--- src/rtl/spi_pkg.sv ---
// Types and constants shared by the SPI slave receive path and the master transmit path.
package spi_pkg;

  localparam int SPI_BYTE_W = 8;

  typedef enum logic [1:0] {
    IDLE,
    ACTIVE,
    GRACE
  } rx_pack_state_t;

endpackage

--- src/rtl/spi_sync_fifo.sv ---
// Single-clock show-ahead FIFO; pointers carry an extra wrap bit to tell full from empty.
module spi_sync_fifo #(
  parameter int WIDTH = 32,
  parameter int DEPTH = 4
) (
  input  logic             clk,
  input  logic             rst,
  input  logic             push,
  input  logic             pop,
  input  logic [WIDTH-1:0] wdata,
  output logic [WIDTH-1:0] rdata,
  output logic             full,
  output logic             empty
);

  localparam int AW = $clog2(DEPTH);

  logic [WIDTH-1:0] mem [DEPTH];
  logic [AW:0]      wr_ptr_q;
  logic [AW:0]      rd_ptr_q;
  logic             do_push;
  logic             do_pop;

  assign empty   = (wr_ptr_q == rd_ptr_q);
  assign full    = (wr_ptr_q[AW-1:0] == rd_ptr_q[AW-1:0]) && (wr_ptr_q[AW] != rd_ptr_q[AW]);
  assign do_pop  = pop && !empty;
  assign do_push = push && (!full || do_pop);

  // NOTE: the storage array has no reset; only the pointers do, and the read mux hides stale entries.
  always_ff @(posedge clk) begin
    if (do_push) mem[wr_ptr_q[AW-1:0]] <= wdata;
  end

  always_ff @(posedge clk) begin
    if (!rst) begin
      wr_ptr_q <= '0;
      rd_ptr_q <= '0;
    end else begin
      if (do_push) wr_ptr_q <= wr_ptr_q + 1'b1;
      if (do_pop)  rd_ptr_q <= rd_ptr_q + 1'b1;
    end
  end

  always_comb begin
    rdata = '0;
    if (!empty) rdata = mem[rd_ptr_q[AW-1:0]];
  end

endmodule

--- src/rtl/spi_rx_packer.sv ---
// Brings SPI slave bytes into the clk domain, packs them MSB-first into words and
// queues complete words; chip-select release closes the frame after a grace window.
module spi_rx_packer
  import spi_pkg::*;
#(
  parameter int BYTES_PER_WORD = 4,
  parameter int FIFO_DEPTH     = 4,
  parameter int GRACE_CYCLES   = 16
) (
  input  logic                                 clk,
  input  logic                                 rst,
  input  logic [SPI_BYTE_W-1:0]                rx_byte,
  input  logic                                 rx_done,
  input  logic                                 cs,
  output logic [SPI_BYTE_W*BYTES_PER_WORD-1:0] word_data,
  output logic                                 word_valid,
  input  logic                                 word_ready,
  output logic                                 overflow,
  output logic                                 frame_err,
  input  logic                                 clr_flags
);

  localparam int W     = SPI_BYTE_W * BYTES_PER_WORD;
  localparam int CNT_W = $clog2(BYTES_PER_WORD);
  localparam int GW    = $clog2(GRACE_CYCLES + 1);

  rx_pack_state_t      state_q;
  logic [2:0]          done_sync_q;
  logic [1:0]          cs_sync_q;
  logic [GW-1:0]       grace_cnt_q;
  logic [CNT_W-1:0]    byte_cnt_q, byte_cnt_d;
  logic [W-9:0]        shift_q, shift_d;
  logic                overflow_q, frame_err_q;

  logic                byte_stb, word_done, timeout, partial;
  logic                fifo_full, fifo_empty, push, pop;
  logic [W-1:0]        packed_word;

  // NOTE: every signal assigned here gets a default first, so no path can infer a latch.
  always_comb begin
    byte_stb    = done_sync_q[1] && !done_sync_q[2];
    word_done   = byte_stb && (byte_cnt_q == CNT_W'(BYTES_PER_WORD - 1));
    packed_word = {shift_q, rx_byte};
    byte_cnt_d  = byte_cnt_q;
    shift_d     = shift_q;
    if (byte_stb) begin
      shift_d    = packed_word[W-9:0];
      byte_cnt_d = word_done ? '0 : byte_cnt_q + 1'b1;
    end
    // A byte landing on the timeout cycle is counted before deciding the frame was partial.
    timeout = (state_q == GRACE) && cs_sync_q[1] && (grace_cnt_q == '0);
    partial = timeout && (byte_cnt_d != '0);
    if (partial) begin
      byte_cnt_d = '0;
      shift_d    = '0;
    end
  end

  assign pop  = !fifo_empty && word_ready;
  assign push = word_done && (!fifo_full || pop);

  // NOTE: clocked state uses non-blocking assignments so every flop samples pre-edge values.
  always_ff @(posedge clk) begin
    if (!rst) begin
      state_q     <= IDLE;
      done_sync_q <= '0;
      cs_sync_q   <= '1;
      grace_cnt_q <= '0;
      byte_cnt_q  <= '0;
      shift_q     <= '0;
      overflow_q  <= 1'b0;
      frame_err_q <= 1'b0;
    end else begin
      done_sync_q <= {done_sync_q[1:0], rx_done};
      cs_sync_q   <= {cs_sync_q[0], cs};
      byte_cnt_q  <= byte_cnt_d;
      shift_q     <= shift_d;
      overflow_q  <= (word_done && fifo_full && !pop) || (overflow_q && !clr_flags);
      frame_err_q <= partial || (frame_err_q && !clr_flags);
      unique case (state_q)
        IDLE:   if (!cs_sync_q[1]) state_q <= ACTIVE;
        ACTIVE: if (cs_sync_q[1]) begin
                  state_q     <= GRACE;
                  grace_cnt_q <= GW'(GRACE_CYCLES - 1);
                end
        GRACE:  if (!cs_sync_q[1])            state_q     <= ACTIVE;
                else if (grace_cnt_q == '0)   state_q     <= IDLE;
                else                          grace_cnt_q <= grace_cnt_q - 1'b1;
        default: state_q <= IDLE;
      endcase
    end
  end

  spi_sync_fifo #(
    .WIDTH (W),
    .DEPTH (FIFO_DEPTH)
  ) u_fifo (
    .clk   (clk),
    .rst   (rst),
    .push  (push),
    .pop   (pop),
    .wdata (packed_word),
    .rdata (word_data),
    .full  (fifo_full),
    .empty (fifo_empty)
  );

  assign word_valid = !fifo_empty;
  assign overflow   = overflow_q;
  assign frame_err  = frame_err_q;

endmodule

--- config.mk ---
export PLATFORM = sky130hd
export DESIGN_NAME = spi_rx_packer
export DESIGN_NICKNAME = d
export VERILOG_FILES = /design/src/rtl/spi_pkg.sv /design/src/rtl/spi_sync_fifo.sv /design/src/rtl/spi_rx_packer.sv
export SDC_FILE = /design/constraint.sdc
export NUM_CORES = 1
export LEC_CHECK = 0
export CAP_MARGIN = 20
export CORE_UTILIZATION = 40
export CTS_CLUSTER_DIAMETER = 50
export DETAILED_ROUTE_END_ITERATION = 12
export PLACE_DENSITY = 0.59
export SYNTH_ARGS = -nofsm -noshare
export SYNTH_HDL_FRONTEND = slang
export SYNTH_SLANG_ARGS = --single-unit
--- constraint.sdc ---
create_clock -name clk -period 5.2 [get_ports clk]
set_input_delay 0.52 -clock clk [delete_from_list [all_inputs] [get_ports clk]]
set_output_delay 0.52 -clock clk [all_outputs]
set_load 0.01 [all_outputs]
==> flow_metrics.py <==
metrics = {
    "die": {
        "dieArea_sq_um": 17700,
        "die_h_um": 133,
        "row_count": 47,
        "ioPinCount": 49,
        "coreArea_sq_um": 16600,
        "die_w_um": 133,
        "start_util_pct": 41.2,
    },
    "placement": {
        "gp_congestion": 0.682,
        "dpl.hpwl_mm": 7.34,
        "numPortBuffers": 48,
        "place_ws_ns": 2.16,
    },
    "sta": {
        "fmax_mhz": 297,
        "relSlewSlack_pct": 29.1,
        "final_critical_path_setup_slack_ns": 1.83,
        "fin_worst_skew_ns": 0.00533,
        "fin_crit_sh_pct": 64.9,
        "tns_ns": 0,
        "drv_slew": 0,
        "finalSetupViolCount": 0,
        "rsz0062_at_grt": "false",
        "fin_crit_ns": 3.37,
        "tightestPinTransition_ns": 1.06,
        "finalHoldViolCount": 0,
    },
    "layout": {
        "drive_above_1_share_pct": 20.9,
        "fillers": 1405,
        "fin_nets": 505,
        "mostFrequentLayoutCell": "edfxtp_1",
        "final_cell_mix": "128 x edfxtp_1, 60 x nand2_1, 48 x clkdlybuf4s50_1",
        "areaGrowthSynthToFinish_pct": 20.1,
        "diodes": 0,
    },
    "route": {
        "drc_errors": 0,
        "drtIter0Drc": 205,
        "detail-route-antenna-nets": 0,
        "vias_per_cell": 5.06,
        "drt_pass1_iterations": 5,
        "via_count": 3629,
        "wire_per_inst_um": 17.3,
        "wirelength_mm": 12.4,
    },
    "yosys": {
        "synthesis.nets": 448,
        "ys_seq_area_share_pct": 70.0,
        "ys.warnings.count": 0,
        "syn-cell-area_sq_um": 6860,
        "netlist_instances": 427,
        "synthDistinctLibCells": 43,
        "postSynthAreaPerCell_sq_um": 16.1,
        "synth_seq_cells": 176,
    },
    "worst_setup_path": {
        "path_delay_family": "buffers and inverters",
        "cp_cell_sequence": "buf_4 > mux4_2 > nor2b_1 > clkdlybuf4s50_1",
        "slowest_stage": "dfxtp_2",
        "cpPeakStageDelay_ns": 0.83,
        "cp.required_ns": 4.68,
        "critPathCaptureType": "primary output",
        "critPathKind": "reg2out",
        "crit_buf_inv": 2,
        "startpoint_type": "flip-flop",
        "path_max_fanout": 21,
        "arrival_ns": 2.85,
    },
    "power_and_ir_drop": {
        "clockPowerShare_pct": 45.0,
        "netSwitchingFraction_pct": 19.3,
        "p_int_w": 0.00229,
        "pwr-share-seq_pct": 53.2,
        "combPwrFrac_pct": 1.8,
        "p_leak_nw": 2.63,
        "p_switching_w": 0.000547,
        "powerDensity_nw_per_um2": 344,
        "vdd_drop_max_mv": 0.210,
    },
    "clocking": {
        "clk_latency_ns": 0.42,
        "clkSlewWorstSetupHoldPaths_ns": 0.06,
        "clock_path_buffers": 2,
        "cts_sinks": 176,
        "htree_num_levels": 4,
        "cts_tree": "built",
        "holdBufCountCts": 0,
        "cts-resized-gates": 0,
        "cts_buffers": 17,
        "post_cts_buffers": 0,
        "root_buffer": "clkbuf_16",
    },
    "grt": {
        "grt_max_degree": 34,
        "grt_first_pass_wirelength_mm": 20.3,
        "use_met2_pct": 26.8,
        "antenna_found_initial": 0,
        "use_met1_pct": 18.4,
        "grt_busiest_layer": "met2",
        "grt_pass1_vias": 3866,
        "grt_usage_pct": 15.4,
        "met3_usage_pct": 4.21,
        "globalRoute.totalOverflow": 0,
    },
    "status": {
        "status": "finished clean",
    },
    "job": {
        "maxCapViolations": 0,
    },
    "min_path": {
        "hold_class": "reg2reg",
    },
}
==> cell families (layout without fill, tap and decap cells) <==
kind of cell / count (synthesis) / count (layout) / share of synthesized area (%)
compound gates: 42 / 42 / 4.70
xor+xnor: 7 / 7 / 0.893
fa+ha+maj: 7 / 7 / 1.28
buf+inv: 28 / 98 / 1.86
flops: 176 / 176 / 70.0
mux: 37 / 37 / 11.2
simple gates: 130 / 130 / 10.0
==> flip-flops by register name, indices dropped and copies added (netlist names), named ones only <==
name and count:
frame_err 1, u_fifo.rd_ptr_q 3, u_fifo.mem 128, overflow 1, state_q 2, done_sync_q 3, shift_q 24, grace_cnt_q 5
u_fifo.wr_ptr_q 3, cs_sync_q 2, byte_cnt_q 2
==> layout make-up <==
| class | count | area (sq um) | area share, % |
|---|---|---|---|
| well taps | 220 | 275 | 3.34 |
| multi-input cells | 223 | 1940 | 23.6 |
| inverters | 8 | 30.0 | 0.364 |
| flip-flops and latches | 176 | 4810 | 58.3 |
| repair buffers | 58 | 583 | 7.07 |
| clock buffers | 18 | 439 | 5.33 |
| clock inverters | 14 | 166 | 2.02 |
==> layer usage <==
metal  up-vias  share of wire, %
met3        10               3.3
met2        54                53
met4         0               1.1
li1       1698                 -
met1      1867                43
met5         -                 0
==> cells in the mapped netlist (all sizes together) <==
cell type	n	area [sq um]
edfxtp	128	3840
nand2	60	225
dfxtp	48	961
mux4	32	721
a21oi	29	220
nor2b	19	119
and2b	14	105
clkbuf	11	42.5
buf	9	55.1
nor2	8	30.0
and2	7	43.8
ha	7	87.6
inv	7	26.3
nand2b	6	37.5
mux2i	5	50.1
xor2	5	43.8
nor3	4	20.0
o21ai	4	31.3
a211oi	2	15.0
nand3b	2	15.0
nor4	2	12.5
or3	2	13.8
xnor2	2	17.5
a31oi	1	6.26
a32oi	1	8.76
and3	1	6.26
clkinv	1	3.75
nand4b	1	15.0
nor3b	1	7.51
nor4b	1	23.8
o21bai	1	7.51
o2bb2ai	1	8.76
o311ai	1	8.76
o31ai	1	7.51
o41ai	1	8.76
or2	1	6.26
or4	1	8.76
==> power groups by stage <==
stage	Sequential (W)	Combinational, W	Clock, W
6_report	0.00151	0.0000514	0.00127
3_5_place_dp	0.00154	0.0000510	0
3_3_place_gp	0.00154	0.0000497	0
2_1_floorplan	0.00153	0.0000313	0
5_1_grt	0.00151	0.0000571	0.00135
4_1_cts	0.00151	0.0000515	0.00130
==> path summary, 6_finish.rpt <==
check	startpoint	endpoint	cells after the start	slack, ns
setup / recovery	flip-flop	word_data[14]	4	1.83
hold / removal	cs_sync_q[0]	cs_sync_q[1]	1	0.41
setup reg to reg	grace_cnt_q[0]	shift_q[11]	6	2.87
hold reg to reg	cs_sync_q[0]	cs_sync_q[1]	1	0.41
==> metrics by stage <==
stage	std cells	instance area [sq um]	utilization (%)	total power (W)	hold WS (ns)
5_1_grt	717	8240	49.5	0.00292	0.447
4_1_cts	715	8200	49.3	0.00286	0.410
6_report	717	8240	49.5	0.00283	0.405
2_1_floorplan	427	6860	-	0.00157	0.386
3_5_place_dp	683	7600	45.6	0.00159	0.395
3_3_place_gp	683	7600	45.6	0.00159	0.394
Note: power is estimated with default switching activity, not from simulation.
